<file path="src/rtl/clock_pkg.sv">
// Mode encodings shared by the clock mode controller and the display mux.
package clock_pkg;

  localparam int unsigned ModeW = 2;

  localparam logic [ModeW-1:0] MODE_RUN      = 2'b00;
  localparam logic [ModeW-1:0] MODE_SET_HOUR = 2'b01;
  localparam logic [ModeW-1:0] MODE_SET_MIN  = 2'b10;

endpackage

</file>
<file path="src/rtl/btn_conditioner.sv">
// Raw push-button conditioner: 2-FF synchronizer, stability debounce and a
// registered one-cycle pulse on each debounced press.
module btn_conditioner #(
  parameter int unsigned DEBOUNCE_CYCLES = 1_000_000
) (
  input  logic clk,
  input  logic reset,
  input  logic btn_raw,
  output logic press
);

  localparam int unsigned CntW = (DEBOUNCE_CYCLES > 1) ? $clog2(DEBOUNCE_CYCLES) : 1;
  localparam logic [CntW-1:0] CntMax = CntW'(DEBOUNCE_CYCLES - 1);

  logic            sync1_q, sync1_d;
  logic            sync2_q, sync2_d;
  logic [CntW-1:0] cnt_q, cnt_d;
  logic            deb_q, deb_d;
  logic            deb_prev_q, deb_prev_d;
  logic            press_q, press_d;

  always_comb begin
    sync1_d    = btn_raw;
    sync2_d    = sync1_q;
    cnt_d      = '0;
    deb_d      = deb_q;
    deb_prev_d = deb_q;
    press_d    = deb_q & ~deb_prev_q;
    // Count cycles the synced level has differed from the accepted level;
    // any return to the accepted level restarts the count.
    if (sync2_q != deb_q) begin
      if (cnt_q == CntMax) begin
        deb_d = sync2_q;
      end else begin
        cnt_d = cnt_q + CntW'(1);
      end
    end
  end

  always_ff @(posedge clk or negedge reset) begin
    if (!reset) begin
      sync1_q    <= 1'b0;
      sync2_q    <= 1'b0;
      cnt_q      <= '0;
      deb_q      <= 1'b0;
      deb_prev_q <= 1'b0;
      press_q    <= 1'b0;
    end else begin
      sync1_q    <= sync1_d;
      sync2_q    <= sync2_d;
      cnt_q      <= cnt_d;
      deb_q      <= deb_d;
      deb_prev_q <= deb_prev_d;
      press_q    <= press_d;
    end
  end

  assign press = press_q;

endmodule

</file>
<file path="src/rtl/clock_mode_ctrl.sv">
// Digital-clock mode controller: 1 Hz prescaler, RUN/SET_HOUR/SET_MIN FSM,
// set-mode blink and one-cycle counter increment/clear pulses.
module clock_mode_ctrl
  import clock_pkg::*;
#(
  parameter int unsigned CLK_HZ          = 50_000_000,
  parameter int unsigned DEBOUNCE_CYCLES = 1_000_000
) (
  input  logic       clk,
  input  logic       reset,
  input  logic       btn_mode,
  input  logic       btn_inc,
  output logic       sec_tick,
  output logic       sec_clr,
  output logic       min_inc,
  output logic       hour_inc,
  output logic [1:0] mode,
  output logic       blink
);

  localparam int unsigned PrescW = $clog2(CLK_HZ);
  localparam logic [PrescW-1:0] PrescMax = PrescW'(CLK_HZ - 1);
  localparam logic [PrescW-1:0] BlinkMax = PrescW'(CLK_HZ / 2 - 1);

  logic              mode_press, inc_press;
  logic [1:0]        mode_q, mode_d;
  logic [PrescW-1:0] presc_q, presc_d;
  logic [PrescW-1:0] blink_cnt_q, blink_cnt_d;
  logic              blink_q, blink_d;
  logic              sec_clr_q, sec_clr_d;

  btn_conditioner #(
    .DEBOUNCE_CYCLES(DEBOUNCE_CYCLES)
  ) u_btn_mode (
    .clk    (clk),
    .reset  (reset),
    .btn_raw(btn_mode),
    .press  (mode_press)
  );

  btn_conditioner #(
    .DEBOUNCE_CYCLES(DEBOUNCE_CYCLES)
  ) u_btn_inc (
    .clk    (clk),
    .reset  (reset),
    .btn_raw(btn_inc),
    .press  (inc_press)
  );

  always_comb begin
    mode_d = mode_q;
    case (mode_q)
      MODE_RUN:      if (mode_press) mode_d = MODE_SET_HOUR;
      MODE_SET_HOUR: if (mode_press) mode_d = MODE_SET_MIN;
      MODE_SET_MIN:  if (mode_press) mode_d = MODE_RUN;
      default:       mode_d = MODE_RUN;
    endcase
  end

  always_comb begin
    // Only counts while staying in RUN, so a fresh RUN entry starts from 0.
    if (mode_q == MODE_RUN && mode_d == MODE_RUN) begin
      presc_d = (presc_q == PrescMax) ? '0 : presc_q + PrescW'(1);
    end else begin
      presc_d = '0;
    end

    if (mode_d == MODE_RUN || mode_d != mode_q) begin
      blink_cnt_d = '0;
      blink_d     = 1'b0;
    end else if (blink_cnt_q == BlinkMax) begin
      blink_cnt_d = '0;
      blink_d     = ~blink_q;
    end else begin
      blink_cnt_d = blink_cnt_q + PrescW'(1);
      blink_d     = blink_q;
    end

    sec_clr_d = (mode_q == MODE_SET_MIN) && mode_press;
  end

  always_ff @(posedge clk or negedge reset) begin
    if (!reset) begin
      mode_q      <= MODE_RUN;
      presc_q     <= '0;
      blink_cnt_q <= '0;
      blink_q     <= 1'b0;
      sec_clr_q   <= 1'b0;
    end else begin
      mode_q      <= mode_d;
      presc_q     <= presc_d;
      blink_cnt_q <= blink_cnt_d;
      blink_q     <= blink_d;
      sec_clr_q   <= sec_clr_d;
    end
  end

  // Pulses decode registered state only; a mode press swallows a coincident inc press.
  assign sec_tick = (mode_q == MODE_RUN) && (presc_q == PrescMax);
  assign sec_clr  = sec_clr_q;
  assign hour_inc = inc_press && !mode_press && (mode_q == MODE_SET_HOUR);
  assign min_inc  = inc_press && !mode_press && (mode_q == MODE_SET_MIN);
  assign mode     = mode_q;
  assign blink    = blink_q;

endmodule

</file>
<file path="config.mk">
export PLATFORM = sky130hd
export DESIGN_NAME = clock_mode_ctrl
export DESIGN_NICKNAME = d
export VERILOG_FILES = /design/src/rtl/clock_pkg.sv /design/src/rtl/btn_conditioner.sv /design/src/rtl/clock_mode_ctrl.sv
export SDC_FILE = /design/constraint.sdc
export NUM_CORES = 1
export LEC_CHECK = 0
export ABC_AREA = 1
export CORE_MARGIN = 1.5
export CORE_UTILIZATION = 45
export DETAILED_ROUTE_END_ITERATION = 6
export GPL_ROUTABILITY_DRIVEN = 0
export PLACE_DENSITY = 0.7
export SYNTH_ARGS = -nofsm -noshare
export SYNTH_HDL_FRONTEND = slang
export SYNTH_HIERARCHICAL = 1
export SYNTH_SLANG_ARGS = --single-unit
</file>
<file path="constraint.sdc">
create_clock -name clk -period 2.4 [get_ports clk]
set_input_delay 0.48 -clock clk [delete_from_list [all_inputs] [get_ports clk]]
set_output_delay 0.48 -clock clk [all_outputs]
set_load 0.03 [all_outputs]
</file>
==> impl_results.md, run 1 <==
* Status: finished, final reports clean
* FP Rows at between 40 and 50
* CP Launch Type: flop
* Area leader, netlist: dfrtp_1
* Synthesized area per cell at roughly 7.5 um2
* Die area at approximately 14000 um2
* Post-DP HPWL at roughly 9.1 mm
* Final setup violation count at 0
* Pwr dens at approximately 520 nW/um2
* Yosys cell types at 28
* CTS tree: built
* Final nets at ~830
* Critical path cell sequence: inv_1 -> nand3_1 -> nor2_1 -> clkdlybuf4s50_1
* Clk_lat worst skew at approximately 360 ps
* M3 GR Usage at between 4 and 5%
* Hold buffer count at CTS at 0
* Routed via count at between 4000 and 5000
* Tightest Pin Transition at 475.4 ps
* CP max stage cell: clkdlybuf4s50_1
* Die Height at roughly 120 um
* CP peak stage delay at a little under 700 ps
* Core area at approximately 13000 um2
* Starting DRT DRC Count at 371
* Busiest grt layer: met2
* Via density at 4.848
* Antenna-violating nets left at 0
* DP Worst Slack at 64.11 ps
* Worst hold margin at ~22 ps
* Area added between synthesis and finish at 10.88%
* Hold Crit Class: input pin to asynchronous set/reset pin
* Worst Skew at 11.56 ps
* Post-synth top cells: nor2_1, nand2_1, dfrtp_1
* Final Worst Setup Slack at 123.0 ps
* Final period util at 94.87%
* Longest Clk Path Bufs at 2
* Drt first pass iters at 5
* Inst Count DP at between 900 and 1000
* Syn. warnings at 6
* Final Max Slew Viols at 0
* Share of the synthesized area in the top cell type at about 44%
* Syn Nets at slightly above 800
* Met1 usage at ~27%
* Clock slew at reported path FFs at 80 ps
* Initial antenna violation count at 0
* Routed WL at roughly 12 mm
* Sequential fraction of the synthesis area at 44.29%
* FILL cells at ~1200
* Setup TNS Final at 0 ps
* Worst path arrival time at approximately 1800 ps
* Number of global-route vias before repair at about 4600
* Hold Fails Final Rpt at 0
* Max-cap violations at 0
* TritonCTS Sinks at approximately 110
* Initial Util at approximately 47%
* Root cell of the clock tree: clkbuf_16
* Count leader, synth: nor2_1
* Post-synth EDFFs at 0
* Antenna cells at 0
* Post-CTS Setup Bufs at 0
* Main synth FF type: dfrtp_1
* Met2 Use GR at around 29%
* IO Count at 11
* Fmax at around 0.44 GHz
* Largest cells by area after synthesis: dfrtp_1, nor2_1, nand2_1, inv_1, xor2_1
* Synth async-reset ratio at 100.0%
* RSZ-0062 raised after global routing: false
* Overall Global Routing Usage at a little under a fifth
* Synth Register Bits at 106
* CP Data Required Time at 1920 ps
* Drt drc at 0
* LEAKAGE at 2.825 nW
* Non-Filler Instances at between 1000 and 1500
* Post_cts resized at 4
* Largest net degree at the start of global routing at 57
* Layout cells sized above 1 at 11.45%
* H-Tree Depth at 3
* IR drop worst, VDD at roughly 0.00034 V
* GR Overflow Total at 0
* Post-DR wirelength/cell at about 12 um
* Port bufs at 10
* Mapped cell area at 5989 um2
* Mapped Cells at ~800
* TritonCTS buffer count at 9
* Setup CP Type: flop to output port
* CP endpoint kind: output port
* First-pass GRT wire length at 21.55 mm
* Slew margin rel. at a little under 70%
* Max FO, Critical Path at 4
* Width of the chip at around 120 um
* Minimum clock period after layout at approximately 2300 ps
-- where the power goes --
group          internal (mW)  leakage [nW]  switching, mW
registers               1.80          1.45        0.00819
logic                 0.0196          1.22         0.0585
clock network          0.885         0.156          0.700
total                   2.70          2.82          0.767
-- registers in the layout, indices dropped and copies added (netlist names), 2 cells and up --
| register | flops |
|---|---|
| blink_cnt_q | 26 |
| presc_q | 26 |
| u_btn_inc/cnt_q | 20 |
| u_btn_mode/cnt_q | 20 |
| mode | 2 |
-- cell usage in the layout, fill, tap and decap left out, drive strengths merged --
cell type	synthesis	layout
inv	89	92
nor3b	6	6
buf	1	5
clkdlybuf4s50	0	7
a211oi	1	1
dlymetal6s2s	0	1
ha	4	4
xnor2	13	13
clkbuf	1	11
nand3	55	55
nand3b	3	3
o21ai	12	12
or2	4	4
bufinv	0	1
clkinvlp	0	1
dfrtp	106	106
nor3	16	16
nand4	14	14
xor2	30	30
nand2	189	189
a21oi	12	12
nor2	247	247
-- cell families (layout without fill, tap and decap cells) --
kind of cell | count (synthesis) | in the layout | synth area share [%]
xor+xnor | 43 | 43 | 6.539
simple gates | 534 | 534 | 40.19
flops | 106 | 106 | 44.29
compound gates | 25 | 25 | 2.319
fa+ha+maj | 4 | 4 | 0.8356
buf+inv | 91 | 118 | 5.828
-- final timing paths --
check                                            startpoint                             to  slack, ps  cells after the start
worst max-delay path             u_btn_mode/press$_DFF_PN0_                        min_inc        120                      4
worst min-delay path                                  reset          presc_q[10]$_DFF_PN0_         20                      1
worst max register to register     blink_cnt_q[0]$_DFF_PN0_      blink_cnt_q[16]$_DFF_PN0_        690                      6
worst min register to register  u_btn_inc/sync1_q$_DFF_PN0_    u_btn_inc/sync2_q$_DFF_PN0_        350                      0
max in group asynchronous                             reset  u_btn_inc/cnt_q[10]$_DFF_PN0_       1700                      2
min in group clk                u_btn_inc/sync1_q$_DFF_PN0_    u_btn_inc/sync2_q$_DFF_PN0_        350                      0
-- stage by stage --
step	util (%)	cell area [um2]	total power [mW]
after floorplan	-	5989	1.866
after global placement	49.30	6322	1.920
after detailed placement	49.30	6322	1.922
after CTS	51.81	6645	3.517
after global routing	51.79	6641	3.609
final	51.79	6641	3.467
-- area by class of cell --
| type | count | area (um2) | share of cell area, % |
|---|---|---|---|
| Inverter | 89 | 334.1 | 5.030 |
| Timing Repair Buffer | 13 | 130.1 | 1.959 |
| Clock buffer | 11 | 252.7 | 3.806 |
| Sequential cell | 106 | 2653 | 39.94 |
| Clock inverter | 5 | 68.82 | 1.036 |
| Tap cell | 172 | 215.2 | 3.240 |
| Multi-Input combinational cell | 606 | 2988 | 44.99 |
-- critical path: cells and delay by family (launching register included) --
family / cells / cell delay, ps
buffers and inverters: 2 / 790
and+or+nand+nor: 2 / 270
DFF: 1 / 390
-- layer usage --
layer	wire (um)	share of wire, %
met5	0	0
met3	454	3.7
met1	6312	51
met4	104	0.85
met2	5423	44
No activity file was read; power rests on OpenSTA's default activity.
==> run 2, diff against run 1 <==
==> constraint.sdc (replaced) <==
create_clock -name clk -period 2.4 [get_ports clk]
set_input_delay 0.48 -clock clk [delete_from_list [all_inputs] [get_ports clk]]
set_output_delay 0.48 -clock clk [all_outputs]
set_load 0.05 [all_outputs]
==> run 2 against run 1 <==
Effect of this change:
- clock-buffer cell count decreased by 2
- setup slack got worse by 27 ps
- via count decreased by 0.66%
- combinational power decreased by 3.3%
- die area unchanged
- hold slack improved by 150 ps
- cell area decreased by 0.49%
- global-route usage about the same
- routed wire length decreased by 1.3%
- sequential share of layout area increased by 0.20 points
- critical endpoint is now sec_tick
- largest cell class unchanged
==> impl_results.md, run 2 (same netlist as run 1, synthesis figures left out) <==
* Area post-placement at 6325 um2 (about the same)
* Starting DRT DRC Count at 302 (-19%)
* Post-route total power at 3.323 mW (-4.2%)
* Max-cap violations at 0 (unchanged)
* Minimum clock period after layout at 2304 ps (+26.92 ps)
* Critical path cell sequence: ha_1 -> nand2_1 -> nor2_1 -> nand3_1 -> nor3_2 -> buf_12
* Worst Skew at 9.210 ps (-2.347 ps)
* Pwr dens at 502.7 nW/um2 (-3.7%)
* Sequential power share at 54.3% (+2.3 points)
* Final Worst Setup Slack at 96.09 ps (-26.92 ps)
* Hold Crit Class: input pin to asynchronous set/reset pin
* Most common cell after layout, fill and taps aside: nor2_1
* LEAKAGE at 2.792 nW (-1.2%)
* Post-DR wirelength/cell at 12.12 um (-1.2%)
* TritonCTS buffer count at 9 (unchanged)
* DP Worst Slack at 507.8 ps (+443.7 ps)
* H-Tree Depth at 3 (unchanged)
* Number of global-route vias before repair at 4709 (+2.2%)
* Initial antenna violation count at 0 (unchanged)
* CP peak stage delay at 430 ps (-250 ps)
* Final core utilization at 51.53% (-0.25 points)
* Final period util at 96.00% (+1.1 points)
* Inst Count DP at 985 (-0.10%)
* Post-DP HPWL at 8.815 mm (-3.1%)
* Non-Filler Instances at 1001 (-0.10%)
* Setup TNS Final at 0 ps (unchanged)
* Final nets at 832 (-0.12%)
* Die Height at 118.4 um (unchanged)
* Width of the chip at 118.4 um (unchanged)
* Worst path arrival time at 1820 ps (+20 ps)
* Post-CTS Setup Bufs at 0 (unchanged)
* Slew margin rel. at 63.06% (-5.1 points)
* CP Launch Type: flop
* FF-to-FF path depth at 8 (+2)
* TritonCTS Sinks at 106 (unchanged)
* FILL cells at 1278 (+3.1%)
* Port bufs at 10 (unchanged)
* Commonest non-fill, non-tap cells in the layout: nor2_1, nand2_1, dfrtp_1
* Sw power at 0.7854 mW (+2.4%)
* Tightest Pin Transition at 554.1 ps (+78.71 ps)
* Largest regs: blink_cnt_q x26, presc_q x26
* R2r setup slk at 680 ps (about the same)
* Drt first pass iters at 5 (unchanged)
* Drt drc at 0 (unchanged)
* Routed WL at 12.13 mm (-1.3%)
* Design area at 6609 um2 (-0.49%)
* Core area at 12820 um2 (unchanged)
* Die area at 14010 um2 (unchanged)
* Final Max Slew Viols at 0 (unchanged)
* CTS tree: built
* GR Overflow Total at 0 (unchanged)
* Via density at 4.821 (-0.56%)
* Antenna-violating nets left at 0 (unchanged)
* Hold Fails Final Rpt at 0 (unchanged)
* Initial Util at 46.70% (unchanged)
* Antenna cells at 0 (unchanged)
* Setup CP Type: flop to output port
* Internal Power at 2.537 mW (-6.1%)
* Clock power share at 43.4% (-2.3 points)
* Hold buffer count at CTS at 0 (unchanged)
* RSZ-0062 raised after global routing: false
* Worst hold margin at 169.8 ps (+147.3 ps)
* Largest net degree at the start of global routing at 107 (+88%)
* Overall Global Routing Usage at 18.85% (+0.040 points)
* Delay-heaviest family, CP: simple AND/OR/NAND/NOR gates
* Comb pwr share at 2.3% (about the same)
* Routed via count at 4826 (-0.66%)
* FP Rows at 41 (unchanged)
* Layout cells sized above 1 at 11.70% (+0.26 points)
* Area added between synthesis and finish at 10.34%
* Worst path bufs/invs at 1 (-1)
* Longest Clk Path Bufs at 2 (unchanged)
* Clk_lat worst skew at 360 ps (about the same)
* Sw Ratio at 23.64% (+1.5 points)
* Status: finished, final reports clean
* CP endpoint kind: output port
* IR drop worst, VDD at 0.0003555 V (+3.5%)
* Final setup violation count at 0 (unchanged)
* Root cell of the clock tree: clkbuf_16
* Fmax at 0.4340 GHz (-1.2%)
* Post_cts resized at 0 (-4)
* CP max stage cell: dfrtp_1
* IO Count at 11 (unchanged)
* Clock slew at reported path FFs at 70 ps (about the same)
* CP Data Required Time at 1920 ps (about the same)
* Crit path depth at 6 (+2)
* First-pass GRT wire length at 21.56 mm (about the same)
* Max FO, Critical Path at 6 (+2)
[run 2: worst register-to-register path: stages, from the launching register on]
cell,delay (ps)
dfrtp_1,440
ha_1,250
nand2_1,90
nor2_1,60
nand3_1,140
nor2_1,80
nor2_2,280
inv_2,180
nor2_1,140
[run 2: worst paths after layout]
check / from / end
hold / removal: reset / presc_q[18]$_DFF_PN0_
hold reg to reg: u_btn_mode/sync1_q$_DFF_PN0_ / u_btn_mode/sync2_q$_DFF_PN0_
setup / recovery: presc_q[0]$_DFF_PN0_ / sec_tick
min in group clk: u_btn_mode/sync1_q$_DFF_PN0_ / u_btn_mode/sync2_q$_DFF_PN0_
setup reg to reg: presc_q[0]$_DFF_PN0_ / presc_q[14]$_DFF_PN0_
max in group asynchronous: reset / blink_cnt_q[24]$_DFF_PN0_
[run 2: area by class of cell]
cell class	instances	area (um2)	share of cell area [%]
well taps	172	215.2	3.256
repair buffers	12	130.1	1.969
multi-input cells	606	2993	45.29
clock inverters	7	58.81	0.8898
inverters	89	334.1	5.055
clock buffers	9	225.2	3.408
flip-flops and latches	106	2653	40.14
[run 2: per-layer routing]
metal	wire (um)	GRT usage [%]	share of wire, %
met5	0	0	0
met1	5944	25.17	49
met2	5618	30.78	46
met3	422	4.006	3.5
met4	145	5.798	1.2
[run 2: power groups by stage]
stage / sequential [mW] / combinational [mW] / clock (mW)
2_1_floorplan: 1.84 / 0.0279 / 0
3_3_place_gp: 1.84 / 0.0796 / 0
4_1_cts: 1.80 / 0.0802 / 1.50
6_report: 1.80 / 0.0754 / 1.44
3_5_place_dp: 1.84 / 0.0801 / 0
5_1_grt: 1.81 / 0.0891 / 1.57
==> edit 1 (settings of run 2) <==
Set the parameter `CLK_HZ` to 25_000_000 (it was 50_000_000).
--- a/src/rtl/clock_mode_ctrl.sv
+++ b/src/rtl/clock_mode_ctrl.sv
@@ -4,5 +4,5 @@
   import clock_pkg::*;
 #(
-  parameter int unsigned CLK_HZ          = 50_000_000,
+  parameter int unsigned CLK_HZ          = 25_000_000,
   parameter int unsigned DEBOUNCE_CYCLES = 1_000_000
 ) (
Formal check against the unedited RTL: no difference found for any inputs over 10 cycles, from zero or initial values and one cycle with reset low; that may be too few to reach the edited logic, so the function may still have changed.
==> edit 1 against run 2 <==
- via count fell by 5.4%
- worst hold slack got worse by 150 ps
- clock skew shrank 3.8 ps
- routed wire length shrank 7.4%
- setup slack better by 110 ps
- area after synthesis down 3.9%
- maximum frequency is 5.0% higher
- sequential cell count shrank 2
- global-route usage shrank 0.28 points
- power down 1.8%
- synthesized cell count fell by 5.2%
- register-to-register slack got worse by 50 ps
- design area shrank 3.5%
==> edit 1: results (changes against run 2) <==
| Metric | Value |
|---|---|
| Global Route Usage Sum | 0.186 (-0.00280) |
| Critical R2R Capture | blink_cnt_q[10] |
| Yosys cell types | 24 (-14%) |
| GR Layer Usage met3 | 0.0431 (+0.00301) |
| Metal2 WL | 5.08 mm (-9.5%) |
| Layout clock area frac | 0.0447 (+0.00175) |
| Layout Skew | 5.43 ps (-3.78 ps) |
| Core Util, Final | 0.508 (-0.00780) |
| Layout fillers | 1,228 (-3.9%) |
| Synth Area per Inst | 7.57 µm² (+1.4%) |
| Largest net degree at the start of global routing | 47 (-56%) |
| Detailed Route WL | 11.2 mm (-7.4%) |
| Data buffer area share | 0.0216 (+0.00189) |
| CP Max Fanout | 5 (-1) |
| Post-DP Area | 6090 µm² (-3.7%) |
| Run status | completed |
| Dpl hpwl | 8.21 mm (-6.9%) |
| Crit Reg-Reg Startpoint | blink_cnt_q[0] |
| Sw Ratio | 0.220 (-0.0166) |
| Multi-input logic portion of the cell area | 0.445 (-0.00798) |
| Worst relative slew slack | 0.593 (-0.0372) |
| Layout Cells excl Fill | 960 (-4.1%) |
| First-pass GRT wire length | 19.7 mm (-8.6%) |
| Comb. pwr | 0.0000775 W (+2.8%) |
| Met2 global-route usage | 0.291 (-0.0164) |
| Internal | 0.00254 W (+0.29%) |
| Non-Clock Buffer Count | 13 (+1) |
| Leak Pwr | 2.67 nW (-4.4%) |
| Inverters | 80 (-10%) |
| FF+latch count, synth | 104 (-1.9%) |
| #MultiIn Comb | 575 (-5.1%) |
| Seq group | ~0.0018 W |
| Setup WS pre-CTS | 582 ps (+74.3 ps) |
| Synth Net Count | 769 (-5.2%) |
| DRT iter0 DRCs | 297 (-1.7%) |
| Reg2reg path depth | 6 (-2) |
| HP Class | in2async |
| Dpl cells | 944 (-4.2%) |
| Vias in the first global route | 4,271 (-9.3%) |
| Hold WS | 23.0 ps (-147 ps) |
| VDD IR max | 330 µV (-7.3%) |
| R2R setup slack | 630 ps (-50 ps) |
| Main area contributors after synthesis | dfrtp_1 (45%), nor2_1 (13%), nand2_1 (11%), inv_1 (4.9%), xor2_1 (4.3%) |
| Clock Tree Buf Depth | 2 (unchanged) |
| Commonest cells in the netlist | nor2_1 (203), nand2_1 (167), dfrtp_1 (104), inv_1 (75), nand3_1 (41) |
| Net count, final | 791 (-4.9%) |
| Max incr delay on CP | 390 ps (-40 ps) |
| Vias post-DR | 4,564 (-5.4%) |
| GR Layer Usage met1 | 0.256 (+0.00399) |
| Post-synthesis sequential area ratio | 0.452 (+0.00911) |
| CLK BUF | 12 (+3) |
| Largest regs | blink_cnt_q: 25 flops, presc_q: 25 flops |
| Reg area | 2600 µm² (-1.9%) |
| Share of cells above drive strength 1 | 0.114 (-0.00280) |
==> edit 1: changes by cell type in the layout (fill, tap and decap cells not counted), moves of 3 or more <==
cell	run 2	this run
nor2_1	213	203
nand3_2	7	4
inv_1	84	75
inv_6	3	0
xnor2_1	13	18
a21oi_1	12	7
nand3_1	48	41
==> edit 1: how the worst max path moves through the flow <==
stage                           from  endpoint  slack (ps)  depth (start not counted)
after floorplan              mode[0]  hour_inc         300                          4
after global placement    presc_q[0]  sec_tick         610                          6
after detailed placement  presc_q[0]  sec_tick         580                          6
after CTS                 presc_q[0]  sec_tick         190                          6
after global routing      presc_q[0]  sec_tick          60                          6
final                     presc_q[0]  sec_tick         210                          6
==> edit 1: logic make-up (layout without fill, tap and decap cells) <==
family	after synthesis	after routing	share of synthesized area
and+or+nand+nor	505	505	0.391
DFF	104	104	0.452
adders and majority gates	4	4	0.00869
AOI/OAI and AO/OA	18	18	0.0163
xor gates and xnor gates	48	48	0.0756
buffers and inverters	82	109	0.0561
==> edit 2 (config.mk and constraints of run 2) <==
Made on the original files. Register the outputs `sec_tick`, `min_inc` and `hour_inc`, with the module's reset; this adds one clock of latency there. The other outputs are not delayed to match.
--- a/src/rtl/clock_mode_ctrl.sv
+++ b/src/rtl/clock_mode_ctrl.sv
@@ -97,8 +97,16 @@
 
   // Pulses decode registered state only; a mode press swallows a coincident inc press.
-  assign sec_tick = (mode_q == MODE_RUN) && (presc_q == PrescMax);
   assign sec_clr  = sec_clr_q;
-  assign hour_inc = inc_press && !mode_press && (mode_q == MODE_SET_HOUR);
-  assign min_inc  = inc_press && !mode_press && (mode_q == MODE_SET_MIN);
+  always_ff @(posedge clk or negedge reset) begin
+    if (!reset) begin
+      sec_tick <= '0;
+      min_inc  <= '0;
+      hour_inc <= '0;
+    end else begin
+      sec_tick <= (mode_q == MODE_RUN) && (presc_q == PrescMax);
+      min_inc  <= inc_press && !mode_press && (mode_q == MODE_SET_MIN);
+      hour_inc <= inc_press && !mode_press && (mode_q == MODE_SET_HOUR);
+    end
+  end
   assign mode     = mode_q;
   assign blink    = blink_q;
Function: same outputs for any inputs over 10 cycles, from zero or initial values and one cycle with reset low; that may be too few to reach the edited logic, so the function may still have changed.
==> edit 2 against run 2 <==
- the flow now finishes with violations (negative hold slack)
- non-clock buffer count up 1
- setup slack better by 250 ps
- sequential cell count up 3
- design area up 1.6%
- routed wire length down 0.45%
- area after synthesis up 1.3%
- largest power group unchanged
- clock skew down 2.9 ps
- power up 4.8%
==> edit 2: results (changes against run 2) <==
| Metric | Value |
|---|---|
| WL per Instance | 12.0 µm (-1.2%) |
| Largest net degree at the start of global routing | 56 (-48%) |
| Synth Area per Inst | 7.52 µm² (+0.88%) |
| DRT iter0 DRCs | 290 (-4.0%) |
| Hold WS | -0.586 ps (-170 ps) |
| Worst relative slew slack | 0.671 (+0.0402) |
| Fmax achieved | 0.487 GHz (+12%) |
| Cell family with most CP delay | buffers and inverters |
| CP Max Fanout | 5 (-1) |
| R2R setup slack | 750 ps (+70 ps) |
| Vias post-DR | 4,953 (+2.6%) |
| Setup WS pre-CTS | 702 ps (+195 ps) |
| Crit-path slowest cell | clkdlybuf4s50_1 |
| Failing checks | negative hold slack |
| Commonest cells in the netlist | nor2_1 (213), nand2_1 (169), dfrtp_1 (109), inv_1 (84), nand3_1 (48) |
| Leak Pwr | 2.84 nW (+1.6%) |
| Port Buffer Count | 10 (unchanged) |
| Layout Skew | 6.34 ps (-2.87 ps) |
| Layout fillers | 1,323 (+3.5%) |
| Net count, final | 836 (+0.48%) |
| First-pass GRT wire length | 21.5 mm (-0.42%) |
| Main area contributors after synthesis | dfrtp_1 (45%), nor2_1 (13%), nand2_1 (10%), inv_1 (5.2%), xor2_1 (4.0%) |
| Count of final hold-check violations | 2 (+2) |
| Max incr delay on CP | 820 ps (+390 ps) |
| Run status | finished with violations |
| Initial antenna violation count | 0 (unchanged) |
| Post-synthesis sequential area ratio | 0.450 (+0.00690) |
| Global Route Usage Sum | 0.186 (-0.00222) |
| Vias in the first global route | 4,613 (-2.0%) |
| Dpl cells | 993 (+0.81%) |
| Initial DRT Pass Iterations | 7 (+2) |
| Synth Net Count | 814 (+0.37%) |
| Vias per inst | 4.91 (+1.8%) |
| Dpl hpwl | 9.00 mm (+2.1%) |
| VDD IR max | 403 µV (+13%) |
-- edit 2: logic make-up (layout without fill, tap and decap cells) --
group / after synthesis / after routing / share of synthesized area
flops: 109 / 109 / 0.450
compound gates: 25 / 25 / 0.0229
simple gates: 534 / 534 / 0.397
buf+inv: 91 / 118 / 0.0576
xor+xnor: 43 / 43 / 0.0646
fa+ha+maj: 4 / 4 / 0.00825
-- edit 2: layout make-up --
cell class                      instances  area, µm²  share of cell area
Clock buffer                           10        239              0.0356
Clock inverter                          6       71.3              0.0106
Inverter                               89        334              0.0498
Multi-Input combinational cell        606       2990               0.445
Sequential cell                       109       2730               0.406
Tap cell                              176        220              0.0328
Timing Repair Buffer                   13        133              0.0198
-- edit 2: worst register-to-register path: cells and delay by family, from the launching register on --
| family | cells | cell delay, ps |
|---|---|---|
| fa+ha+maj | 1 | 230 |
| simple gates | 4 | 520 |
| compound gates | 1 | 390 |
| flops | 1 | 390 |
-- edit 2: metal layers --
layer	track usage	share of wire	vias up	routed length (µm)
met3	0.0369	0.034	10	411
met1	0.263	0.50	2310	6020
li1	-	-	2544	-
met4	0.0505	0.011	0	133
met5	0	0	-	0
met2	0.293	0.46	89	5510
-- edit 2: worst paths after layout --
path | startpoint | to | cells past startpoint
setup / recovery | mode[1] | mode[1] | 1
hold / removal | reset | presc_q[19] | 1
setup reg to reg | blink_cnt_q[0] | blink_cnt_q[15] | 6
hold reg to reg | u_btn_mode/sync1_q | u_btn_mode/sync2_q | 0
max in group asynchronous | reset | u_btn_inc/cnt_q[13] | 2
min in group clk | u_btn_mode/sync1_q | u_btn_mode/sync2_q | 0
-- edit 2: through the flow --
step | instance area [µm²] | util
CTS | 6710 | 0.509
global placement | 6400 | 0.485
finish | 6710 | 0.509
floorplan | 6060 | -
global route | 6710 | 0.509
detailed placement | 6400 | 0.485
-- edit 2: where the power goes --
group / switching, W / internal [W] / total [W] / leakage (nW)
registers: 0.00000800 / 0.00185 / 0.00185 / 1.49
logic: 0.0000596 / 0.0000205 / 0.0000801 / 1.20
clock network: 0.000701 / 0.000846 / 0.00155 / 0.145
